$ cat config.mk
export PLATFORM = sky130hd
export DESIGN_NAME = mem_port_sched
export DESIGN_NICKNAME = d
export VERILOG_FILES = /design/src/rtl/mem_port_sched_pkg.sv /design/src/rtl/mem_wait_timer.sv /design/src/rtl/mem_port_sched.sv
export SDC_FILE = /design/constraint.sdc
export NUM_CORES = 1
export LEC_CHECK = 0
export CAP_MARGIN = 5
export CORE_MARGIN = 1.5
export CORE_UTILIZATION = 42
export CTS_CLUSTER_DIAMETER = 80
export DETAILED_ROUTE_END_ITERATION = 10
export HOLD_SLACK_MARGIN = 0.1
export PLACE_DENSITY = 0.8
export SYNTH_ARGS = -nofsm -noshare
export SYNTH_HDL_FRONTEND = slang
export SYNTH_HIERARCHICAL = 1
export SYNTH_SLANG_ARGS = --single-unit
$ cat constraint.sdc
create_clock -name clk -period 2.4 [get_ports clk]
set_input_delay 0.24 -clock clk [delete_from_list [all_inputs] [get_ports clk]]
set_output_delay 0.24 -clock clk [all_outputs]
set_load 0.02 [all_outputs]
$ cat src/rtl/mem_port_sched_pkg.sv
// Shared definitions for the memory-port scheduler: state encoding and
// default widths/limits.
package mem_port_sched_pkg;

  typedef enum logic [1:0] {
    S_IDLE  = 2'd0,
    S_DATA  = 2'd1,
    S_FETCH = 2'd2,
    S_ADV   = 2'd3
  } state_t;

  localparam int unsigned AW_DEF       = 16;
  localparam int unsigned DW_DEF       = 16;
  localparam int unsigned MAX_WAIT_DEF = 15;
  localparam int unsigned WAIT_CW      = 8;

endpackage

$ cat src/rtl/mem_wait_timer.sv
// Wait-cycle counter for an outstanding memory request. Flags expiry in the
// cycle that would bring the count to MAX_WAIT without an ack.
module mem_wait_timer
  import mem_port_sched_pkg::*;
#(
  parameter int unsigned MAX_WAIT = MAX_WAIT_DEF
) (
  input  logic clk,
  input  logic reset,
  input  logic i_clear,
  input  logic i_enable,
  output logic o_expired
);

  localparam logic [WAIT_CW-1:0] LIMIT = WAIT_CW'(MAX_WAIT - 1);

  logic [WAIT_CW-1:0] r_count;

  // NOTE: sequential state uses non-blocking assignments so every register
  // samples pre-edge values regardless of process ordering.
  always_ff @(posedge clk) begin
    if (!reset)        r_count <= '0;
    else if (i_clear)  r_count <= '0;
    else if (i_enable) r_count <= r_count + 1'b1;
  end

  assign o_expired = i_enable && (r_count == LIMIT);

endmodule

$ cat src/rtl/mem_port_sched.sv
// Arbitrates the single unified memory port between data access and fetch,
// and releases the pipeline registers for one cycle once both are done.
module mem_port_sched
  import mem_port_sched_pkg::*;
#(
  parameter int unsigned MAX_WAIT = MAX_WAIT_DEF,
  parameter int unsigned AW       = AW_DEF,
  parameter int unsigned DW       = DW_DEF
) (
  input  logic          clk,
  input  logic          reset,
  input  logic          halt,
  input  logic          EXMEMmemRead,
  input  logic          EXMEMmemWrite,
  input  logic [AW-1:0] dataAddr,
  input  logic [DW-1:0] wrDataOut,
  input  logic          PCsrc,
  input  logic [AW-1:0] pc,
  input  logic          mem_ack,
  input  logic [DW-1:0] mem_rdata,
  output logic          mem_req,
  output logic          mem_we,
  output logic [AW-1:0] mem_addr,
  output logic [DW-1:0] mem_wdata,
  output logic [DW-1:0] instr_out,
  output logic [DW-1:0] data_out,
  output logic          wr_PC,
  output logic          wr_IFID,
  output logic          wr_IDEX,
  output logic          wr_EXMEM,
  output logic          wr_MEMWB,
  output logic          IFIDclear,
  output logic          IDEXclear,
  output logic          bus_err
);

  state_t        r_state, w_next;
  logic [AW-1:0] r_addr;
  logic [DW-1:0] r_wdata, r_instr, r_data;
  logic          r_we, r_data_done, r_bus_err;
  logic          w_busy, w_expired, w_adv, w_data_first;

  assign w_busy       = (r_state == S_DATA) || (r_state == S_FETCH);
  assign w_adv        = (r_state == S_ADV);
  // A load/store already served this instruction must not be repeated on a retry.
  assign w_data_first = (EXMEMmemRead || EXMEMmemWrite) && !r_data_done;

  mem_wait_timer #(.MAX_WAIT(MAX_WAIT)) u_timer (
    .clk      (clk),
    .reset    (reset),
    .i_clear  (!w_busy || mem_ack),
    .i_enable (w_busy && !mem_ack),
    .o_expired(w_expired)
  );

  always_ff @(posedge clk) begin
    if (!reset) r_state <= S_IDLE;
    else        r_state <= w_next;
  end

  // NOTE: w_next gets its default before the case so no path leaves it
  // unassigned, which would otherwise infer a latch.
  always_comb begin
    w_next = r_state;
    unique case (r_state)
      S_IDLE:  if (!halt) w_next = w_data_first ? S_DATA : S_FETCH;
      S_DATA:  if (mem_ack) w_next = S_FETCH; else if (w_expired) w_next = S_IDLE;
      S_FETCH: if (mem_ack) w_next = S_ADV;   else if (w_expired) w_next = S_IDLE;
      S_ADV:   w_next = S_IDLE;
      default: w_next = S_IDLE;
    endcase
  end

  always_ff @(posedge clk) begin
    if (!reset) begin
      r_addr      <= '0;
      r_we        <= 1'b0;
      r_wdata     <= '0;
      r_instr     <= '0;
      r_data      <= '0;
      r_data_done <= 1'b0;
      r_bus_err   <= 1'b0;
    end else begin
      if (w_expired) r_bus_err <= 1'b1;
      unique case (r_state)
        S_IDLE: begin
          if (!halt) begin
            if (w_data_first) begin
              r_addr  <= dataAddr;
              r_we    <= EXMEMmemWrite;
              r_wdata <= wrDataOut;
            end else begin
              r_addr <= pc;
              r_we   <= 1'b0;
            end
          end
        end
        S_DATA: begin
          if (mem_ack) begin
            if (!r_we) r_data <= mem_rdata;
            r_data_done <= 1'b1;
            r_addr      <= pc;
            r_we        <= 1'b0;
          end
        end
        S_FETCH: if (mem_ack) r_instr <= mem_rdata;
        S_ADV:   r_data_done <= 1'b0;
        default: ;
      endcase
    end
  end

  assign mem_req   = w_busy;
  assign mem_we    = (r_state == S_DATA) && r_we;
  assign mem_addr  = r_addr;
  assign mem_wdata = r_wdata;
  assign instr_out = r_instr;
  assign data_out  = r_data;
  assign bus_err   = r_bus_err;

  assign wr_PC     = w_adv;
  assign wr_IFID   = w_adv;
  assign wr_IDEX   = w_adv;
  assign wr_EXMEM  = w_adv;
  assign wr_MEMWB  = w_adv;
  assign IFIDclear = w_adv && PCsrc;
  assign IDEXclear = w_adv && PCsrc;

endmodule

# Yosys cells after proc, flatten, opt, wreduce, memory -nomap -nowiden

Cells that the tools add are included.

Register bits: 77
Input bits: 71
Output and inout bits: 74
Logic and storage cells: 55

$add $sub $neg: 1
Eq/ne operators: 6
Multiplexer cells: 16
Bitwise logic cells: 3
Reductions and logical operators: 20

Operators by type and width:

| operator                                                         | number |
|---|---|
| 16-bit two-way mux                                               | 3 |
| 16-bit case mux with 2 select lines                              | 1 |
| 2-bit two-way mux                                                | 5 |
| 3-bit AND reduction                                              | 3 |
| 8-bit by 1-bit adder with 8-bit output (second input constant)   | 1 |
| 8-bit by 4-bit == test with 1-bit output (second input constant) | 1 |
| 2-bit case mux with 4 select lines                               | 1 |
| 1-bit logical AND                                                | 5 |
| 2-bit == test (second input constant)                            | 2 |
| 1-bit two-way mux                                                | 4 |
| 2-bit != test (second input constant)                            | 2 |
| 1-bit case mux with 2 select lines                               | 2 |
| 2-bit AND reduction                                              | 2 |
| 2-bit nonzero test                                               | 2 |
| 1-bit zero test                                                  | 3 |
| 1-bit logical OR                                                 | 3 |
| 1-bit inverter                                                   | 3 |
| 2-bit by 1-bit == test with 1-bit output (second input constant) | 1 |
| 2-bit zero test                                                  | 1 |
| 2-bit OR reduction                                               | 1 |

# Depth between registers and ports, before layout

Gate-level depths: netlist of the first run.

Word-level depth: 7
Gate-level depth with buffers: 10
Mapped depth without buffers: 9

# Cells and area by module

The synthesis of the first run kept the hierarchy.

Modules (own cells, without submodules):

| module         | instances | cells an instance | area an instance (µm²) | sequential area each (µm²) |
|---|---|---|---|---|
| mem_port_sched | 1         | 361               | 2987.9                 | 1381.3 |
| mem_wait_timer | 1         | 43                | 384.1                  | 160.2 |

# Worst setup path after synthesis of the first run

OpenSTA, ideal clock, no wires.

Kind: flip-flop to flip-flop
Start: register r_state[0]
End: register r_state[1]
Library setup time: 116 ps
Arrival time: 1778 ps
Required time: 2284 ps
Slack: 506 ps
Stages on the path, launching flop included: 10
Path buffers: 1
Clock period less this slack: 1894 ps
Cells stage by stage: dfxtp_1 inv_1 ha_1 nand2_1 inv_1 buf_6 nand3_2 nor3_1 o22ai_1 a31o_2

Longest elaborated chain between the ends: 7
Elaborated cells on any way between the ends: 12
Classes of those cells: eq/ne: 4; mux: 4; reduce/logical: 4

RTL lines:

| what                                                                      | line                 | text |
|---|---|---|
| from (decl)                                                               | mem_port_sched.sv:37 | `state_t r_state, w_next;` |
| from (signal assigned)                                                    | mem_port_sched.sv:58 | `else r_state <= w_next;` |
| 2-bit by 1-bit == test with 1-bit output or 2-bit == test (tied branches) | mem_port_sched.sv:43 | `assign w_busy = (r_state == S_DATA) \|\| (r_state == S_FETCH);` |
| 1-bit logical OR (*)                                                      | mem_port_sched.sv:43 |  |
| via mem_req                                                               | mem_port_sched.sv:21 | `output logic mem_req,` |
| 1-bit logical AND (*)                                                     | mem_port_sched.sv:52 | `.i_enable (w_busy && !mem_ack),` |
| 1-bit logical AND (*)                                                     | mem_wait_timer.sv:27 | `assign o_expired = i_enable && (r_count == LIMIT);` |
| via w_expired                                                             | mem_port_sched.sv:41 | `logic w_busy, w_expired, w_adv, w_data_first;` |
| 2-bit two-way mux (*)                                                     | -                    |  |
| 2-bit two-way mux (on tied branches)                                      | -                    |  |
| 2-bit case mux with 4 select lines (*)                                    | mem_port_sched.sv:65 | `unique case (r_state)` |

The timed path passes the listed nets; every way through them passes the cells marked *.
A chain may end at the register's enable or synchronous reset.

# Worst setup path after layout of the first run

Start: register r_state[1]
End: output mem_we

Longest elaborated chain between the ends: 2

RTL lines:

| what                                     | line                  | text |
|---|---|---|
| 2-bit by 1-bit == test with 1-bit output | mem_port_sched.sv:114 | `assign mem_we = (r_state == S_DATA) && r_we;` |
| 1-bit logical AND                        | mem_port_sched.sv:114 |  |
| to (decl)                                | mem_port_sched.sv:22  | `output logic mem_we,` |

No other way between the ends.

==> results.md, run 1 <==
- Critical path type: register to output port
- DRC viols: 0
- Worst-path clk slew: around 0.09 ns
- Fraction of layout cells with a size suffix above 1: 0.0810
- Post-CTS Resized: 0
- Fmax: roughly 470 MHz
- CTS tree: done
- Drt pass-1 iters: 4
- Largest family of logic cells by synthesized area: compound AO/OA/AOI/OAI gates
- Worst Skew: 0.0155 ns
- Post-CTS Hold Buffers: 0
- Top post-synthesis cells by area: dfxtp_1, a21oi_1, nand2_1, nand3_1, o21ai_0
- Critical Path AT: around 1.9 ns
- Die Width: about 93 um
- Synth Area in Simple Gates: 0.187
- FP Rows: 32
- Status: finished, final reports clean
- Top Metal Used: met4
- Yosys warnings: 6
- Setup TNS Final: 0 ns
- Seq cells post-synth: 77
- NetSw: around 0.0016 W
- Clock root cell: clkbuf_8
- Most common cell after layout, fill and taps aside: clkdlybuf4s50_1
- Sw frac: 0.378
- I/O pin count: roughly 150
- Total power: ~0.0043 W
- Max-slew violation count: 0
- Clock network fraction of design power: 0.196
- Port bufs: around 140
- Initial Utilization: 0.434
- Final wirelength: roughly 9.8 mm
- Clk buf depth: 2
- Pint: between 0.002 and 0.003 W
- Nature of the critical path endpoint: output port
- RSZ-0062 raised after global routing: false
- Hpwl dp: 7.05 mm
- Worst Hold Class: register to register
- Post-Route Utilization: 0.637
- Worst slew pin tran: 0.695 ns
- WP data required: about 2.2 ns
- Share of the synthesized area in the top cell type: 0.457
- Largest net degree at the start of global routing: a little under 50
- Primary FF master, synth: dfxtp_1
- Synthesized area: 3370 um2
- Hold WS: 0.456 ns
- Reg-to-reg slack, setup: 0.34 ns
- Post-Syn Nets: 481
- Total number of vias: between 3000 and 4000
- Fin crit share: 0.888
- Power Density: roughly 870 nW/um2
- Syn Area/Cell: approximately 8.3 um2
- Worst Slack Setup Final: between 0.2 and 0.3 ns
- Fraction of synthesized area in multiplexers: 0.00445
- Max Cap Violations: 0
- Remaining antenna violation count after routing: 0
- Seq pwr share: 0.375
- Ant. Diodes: 0
- FFs w/ async S/R, synth: 0
- Metal-1 WL: about 4.0 mm
- Die footprint: 8570 um2
- Pleak: roughly 1.7 nW
- Sequential share of the synthesized area: 0.457
- First-pass GRT wire length: ~15 mm
- GR Util All Layers: 0.227
- Post-Place Setup Slack: between 0.2 and 0.25 ns
- Comb pwr share: 0.430
- VDD IR max: 0.000379 V
- Commonest non-fill, non-tap cells in the layout: clkdlybuf4s50_1, dfxtp_1, nand2_1, a21oi_1, nand3_1
- Initial DRC count: 199
- Initial antenna violation count: 0
- Number of buffers added for setup after CTS: 0
- Post-Synth Adder-Cell Area: 0.0223
- Final hold violation count: 0
- Mapped Cells: around 400
- Slew Limit Headroom: 0.535
- Nets: approximately 600
- # setup viols final: 0
- Count of cell types in the netlist: 47
- GP Congestion: 0.873
- Vias/cell: 5.42
- Worst skew pair latency: between 0.3 and 0.4 ns
- Die H: 92.6 um
- Number of global-route vias before repair: around 3200
- Wire per inst: around 16 um
- Grt ovf: 0
- Synth area leader: dfxtp_1
- Core area: approximately 7800 um2
- CP Max Fanout: 7
- XOR/XNOR Fraction of Synth Area: 0.0104
- Synth Area in Compound Gates: 0.245
- Fin crit period: 2.13 ns
- Met2 WL: 4.82 mm
- CP Launch Type: register
- Cts bufs inserted: 9
- H-tree Lvls: 3
- Met3 WL post-DR: slightly below 700 um
- Area grow syn2layout: 46.8%
- CTS sink count: 77
- Number of synthesized flops with an enable pin: 0
-- power by group through the flow --
stage	Clock, W	Combinational [W]	Sequential [W]
6_report	0.000840	0.00185	0.00161
5_1_grt	0.000909	0.00198	0.00163
4_1_cts	0.000858	0.00184	0.00161
3_5_place_dp	0	0.00184	0.00163
3_3_place_gp	0	0.00180	0.00163
2_1_floorplan	0	0.000978	0.00185
-- synthesized netlist by cell type (all sizes together), types with 2 or more instances --
cell type  instances
o21ai             34
a21oi             70
a311oi            16
dfxtp             77
nand2b             4
clkbuf            17
or3                2
and2               5
nor2               8
nand4              2
xor2               3
buf               23
nand2             70
inv                7
nand3             36
ha                 6
nor3               4
-- worst paths after layout --
kind / startpoint / end / depth (start not counted)
setup / recovery: r_state[1] / mem_we / 4
hold / removal: data_out[8] / data_out[8] / 2
setup reg to reg: r_state[0] / r_state[1] / 8
hold reg to reg: data_out[8] / data_out[8] / 2
-- stage by stage --
| stage | cell area [um2] | std cells |
|---|---|---|
| floorplan | 3370 | 404 |
| global placement | 4780 | 618 |
| detailed placement | 4780 | 618 |
| CTS | 4950 | 633 |
| global route | 4950 | 633 |
| finish | 4950 | 633 |
-- routing by layer --
layer / vias to the layer above / track usage
li1: 1648 / -
met1: 1623 / 0.275
met2: 139 / 0.381
met3: 22 / 0.0501
met4: 0 / 0.108
met5: - / 0
-- area by class of cell --
class                   count  area, um2
flip-flops and latches     77       1540
repair buffers            152       1500
inverters                   8       30.0
well taps                 102        128
clock buffers               9        124
clock inverters             6       40.0
multi-input cells         279       1580
fillers                   662       2820
-- state kept, by name (all words and copies together), names as in the netlist --
signal,flops
data_out,16
instr_out,16
mem_addr,16
mem_wdata,16
u_timer/r_count,8
r_state,2
bus_err,1
r_data_done,1
r_we,1
-- logic make-up after synthesis --
group,after synthesis
AOI/OAI and AO/OA,131
xor gates and xnor gates,4
adders and majority gates,6
buffers and inverters,48
DFF,77
muxes,1
and+or+nand+nor,137
-- critical path, cell delays in order (launching register included) --
cell	delay, ns
dfxtp_1	0.34
inv_1	0.12
ha_1	0.31
and2_1	0.16
clkdlybuf4s50_1	0.63
No activity file was read; power rests on OpenSTA's default activity.
==> run 2, diff against run 1 <==
- CORE_ASPECT_RATIO: default -> 0.75
- SETUP_SLACK_MARGIN: default -> 0.05
==> results.md, run 2 (synthesis results as in run 1) <==
- Drt pass-1 iters: 5
- Most common cell after layout, fill and taps aside: clkdlybuf4s50_1
- Critical path type: register to output port
- Grt ovf: 0
- CP Launch Type: register
- Vias/cell: between 5 and 6
- CP max stage delay: around 0.6 ns
- Number of global-route vias before repair: 3200
- Worst path slowest cell: clkdlybuf4s50_1
- Initial antenna violation count: 0
- Area grow syn2layout: 48.0%
- Nets: 605
- Metal-1 WL: around 4.2 mm
- Cell breakdown of the critical path: ha_1 > and2_1 > clkdlybuf4s50_1
- Worst-path clk slew: around 0.09 ns
- # setup viols final: 0
- Core area: around 7800 um2
- Cell family with most CP delay: buffers and inverters
- GR Util All Layers: 0.226
- Slew Limit Headroom: 0.524
- Worst r2r src: r_state[0]
- Final hold violation count: 0
- Setup TNS Final: 0 ns
- Worst Setup SP: r_state[0]
- Total number of vias: between 3000 and 4000
- Commonest non-fill, non-tap cells in the layout: clkdlybuf4s50_1, dfxtp_1, nand2_1, a21oi_1, nand3_1
- Wire per inst: 15.5 um
- I/O pin count: 145
- Port bufs: ~140
- WP data required: ~2.2 ns
- Ant. Diodes: 0
- Top Metal Used: met4
- Post-CTS Hold Buffers: 0
- Worst slew pin tran: around 0.7 ns
- Worst Hold Class: primary input to register
- Power Density: 877 nW/um2
- Worst Skew: 0.00995 ns
- Initial DRC count: roughly 180
- Met3 WL post-DR: roughly 900 um
- Status: finished, final reports clean
- Nature of the critical path endpoint: output port
- Critical Path AT: 1.94 ns
- Fillcell total: around 700
- Fin crit period: around 2.2 ns
- Die H: between 80 and 90 um
- CTS tree: done
- DRC viols: 0
- RSZ-0062 raised after global routing: false
- Clock root cell: clkbuf_8
- Hpwl dp: 7.11 mm
- Remaining antenna violation count after routing: 0
- Max-slew violation count: 0
- Met2 WL: approximately 4.7 mm
- Final wirelength: around 9.9 mm
- CP Max Fanout: 8
- Number of buffers added for setup after CTS: 0
- GP Congestion: ~0.85
- Cts bufs inserted: 9
- Max Cap Violations: 0
- Hold path start: wrDataOut[4]
- Post-CTS Resized: 0
- Worst skew pair latency: between 0.3 and 0.4 ns
- Initial Utilization: 0.430
- Fraction of layout cells with a size suffix above 1: 0.0844
- Die footprint: roughly 8600 um2
- CTS sink count: 77
- Fmax: 458 MHz
- FP Rows: 28
- Fin crit share: 0.910
- Pleak: 1.70 nW
- First-pass GRT wire length: around 15 mm
- Die Width: ~110 um
- Clk buf depth: 2
- VDD IR max: approximately 0.00044 V
- Total power: about 0.0044 W
- CP Buf/Inv Count: 1
- Largest net degree at the start of global routing: between 40 and 50
- H-tree Lvls: 3
-- run 2: final cells by class --
cell class / instances / area, um2 / share of cell area
clock inverter: 7 / 57.6 / 0.0115
tap: 105 / 131 / 0.0263
clock buffer: 9 / 124 / 0.0248
multi-input combinational: 279 / 1580 / 0.317
sequential: 77 / 1540 / 0.309
inverter: 8 / 30.0 / 0.00602
timing repair buffer: 153 / 1520 / 0.305
-- run 2: final timing paths --
path	end	slack [ns]	depth (start not counted)
setup / recovery	mem_we	0.22	3
hold / removal	mem_wdata[4]	0.45	3
hold reg to reg	data_out[2]	0.46	2
setup reg to reg	r_state[1]	0.28	8
-- run 2: stage by stage --
| stage | util | hold WS (ns) | instance area, um2 | setup slack [ns] | cells |
|---|---|---|---|---|---|
| floorplan | - | 0.358 | 3370 | 0.506 | 404 |
| global placement | 0.613 | 0.443 | 4810 | 0.313 | 622 |
| detailed placement | 0.613 | 0.446 | 4810 | 0.227 | 622 |
| CTS | 0.636 | 0.424 | 4990 | 0.201 | 638 |
| global route | 0.636 | 0.454 | 4990 | 0.0987 | 638 |
| finish | 0.636 | 0.447 | 4990 | 0.217 | 638 |
-- run 2: report_power, final --
part | total, W | switching (W) | internal (W)
clock network | 0.000906 | 0.000519 | 0.000388
logic | 0.00186 | 0.00104 | 0.000822
registers | 0.00161 | 0.000119 | 0.00149
-- run 2: per-layer routing --
metal  vias to the layer above  global-route usage
met4                         0              0.0587
li1                       1654                   -
met1                      1562               0.281
met2                       150               0.383
met5                         -                   0
met3                         9              0.0690
-- run 2: tightest hold or removal path, cell delays in order --
cell and delay, ns:
clkdlybuf4s50_1 0.40, nand3_1 0.06, a21oi_1 0.05
==> run 3, diff against run 2 <==
- HOLD_SLACK_MARGIN: 0.1 -> 0.08
- clock period: 2.4 -> 2.51 ns (I/O delays scaled with it)
==> results.md, run 3 (synthesis results as in run 1) <==
- Nature of the critical path endpoint: output port
- Sw frac: 0.372
- Cell family with most CP delay: buffers and inverters
- Worst Skew: between 0.01 and 0.015 ns
- Comb pwr share: 0.422
- Number of buffers added for setup after CTS: 0
- CTS sink count: 77
- Top Metal Used: met4
- Largest net degree at the start of global routing: 32
- DRC viols: 0
- CP Max Fanout: 8
- Grt ovf: 0
- CP Buf/Inv Count: 2
- GR Util All Layers: 0.228
- CP Launch Type: register
- Total number of vias: ~3400
- Post-Place Setup Slack: roughly 0.28 ns
- Critical Path AT: 1.94 ns
- Dpl cells: a little over 600
- CTS tree: done
- Fin crit period: around 2.2 ns
- Most common cell after layout, fill and taps aside: clkdlybuf4s50_1
- Initial antenna violation count: 0
- Worst skew pair latency: around 0.34 ns
- WP data required: roughly 2.3 ns
- NetSw: 0.00157 W
- # setup viols final: 0
- Core area: between 7000 and 8000 um2
- Seq pwr share: 0.365
- Port bufs: 144
- Post-CTS Resized: 0
- Fin crit share: 0.872
- Dpl cell area: 4800 um2
- FP Rows: 28
- Critical path type: register to output port
- Drt pass-1 iters: 5
- Status: finished, final reports clean
- Post-Layout Cell Count: approximately 640
- Worst-path clk slew: 0.08 ns
- First-pass GRT wire length: 15.4 mm
- Vias/cell: between 5 and 6
- RSZ-0062 raised after global routing: false
- Post-Route Utilization: 0.636
- Ant. Diodes: 0
- Pint: 0.00265 W
- Die H: a little over 80 um
- Met3 WL post-DR: 924 um
- Worst Slack Setup Final: approximately 0.32 ns
- Commonest non-fill, non-tap cells in the layout: clkdlybuf4s50_1, dfxtp_1, nand2_1, a21oi_1, nand3_1
- Post-CTS Hold Buffers: 0
- Met2 WL: 4.66 mm
- Clk buf depth: 2
- Final design area excluding fillers: about 5000 um2
- Max Cap Violations: 0
- Max-slew violation count: 0
- Die Width: ~110 um
- H-tree Lvls: 3
- Pleak: approximately 1.7 nW
- Clock root cell: clkbuf_8
- Final hold violation count: 0
- Fraction of layout cells with a size suffix above 1: 0.0827
- Remaining antenna violation count after routing: 0
- Die footprint: between 8000 and 9000 um2
- CP max stage delay: around 0.61 ns
- Cts bufs inserted: 9
- Area grow syn2layout: 48.0%
- Number of global-route vias before repair: 3192
- Cell breakdown of the critical path: inv_1 > ha_1 > and2_1 > clkdlybuf4s50_1
- Wire per inst: 15.7 um
- Worst path slowest cell: clkdlybuf4s50_1
- Clock network fraction of design power: 0.214
- Initial Utilization: 0.430
- Slew Limit Headroom: 0.523
- Power Density: roughly 850 nW/um2
- Initial DRC count: between 150 and 200
- Worst Hold Class: register to register
- Final wirelength: 10.0 mm
- Setup TNS Final: 0 ns
- Nets: approximately 600
- Metal-1 WL: ~4.3 mm
- GP Congestion: 0.847
- I/O pin count: around 150
- VDD IR max: approximately 0.00038 V
- Fmax: ~460 MHz
- Hpwl dp: 7.06 mm
- Worst slew pin tran: 0.713 ns
run 3: worst min-delay path: stages (launching register included):
cell     delay [ns]
dfxtp_1        0.31
nand2_1        0.05
a21oi_1        0.05
run 3: layer usage:
layer  vias to the layer above  global-route usage
met5                         -                   0
met4                         0              0.0733
met3                        19              0.0625
met2                       152               0.378
met1                      1566               0.288
li1                       1647                   -
run 3: path summary, 6_finish.rpt:
kind / from / to / slack (ns) / depth (start not counted)
max: r_state[1] / mem_we / 0.32 / 4
min: data_out[3] / data_out[3] / 0.46 / 2
max reg2reg: r_state[0] / r_state[1] / 0.42 / 8
min reg2reg: data_out[3] / data_out[3] / 0.46 / 2
run 3: power groups by stage:
| stage | Sequential (W) | Clock [W] | Combinational (W) |
|---|---|---|---|
| after CTS | 0.00154 | 0.000922 | 0.00178 |
| final | 0.00154 | 0.000902 | 0.00178 |
| after global placement | 0.00156 | 0 | 0.00173 |
| after floorplan | 0.00177 | 0 | 0.000936 |
| after global routing | 0.00156 | 0.000980 | 0.00191 |
| after detailed placement | 0.00156 | 0 | 0.00177 |
run 3: final cells by class:
type,count,area (um2)
Fill cell,693,2860
Multi-Input combinational cell,279,1580
Sequential cell,77,1540
Timing Repair Buffer,152,1510
Tap cell,105,131
Clock buffer,9,124
Clock inverter,7,66.3
Inverter,8,30.0
run 3: metrics by stage:
step	power (W)	hold slack (ns)
after floorplan	0.00271	0.369
after global placement	0.00329	0.442
after global routing	0.00445	0.479
after CTS	0.00424	0.451
after detailed placement	0.00333	0.448
final	0.00423	0.456
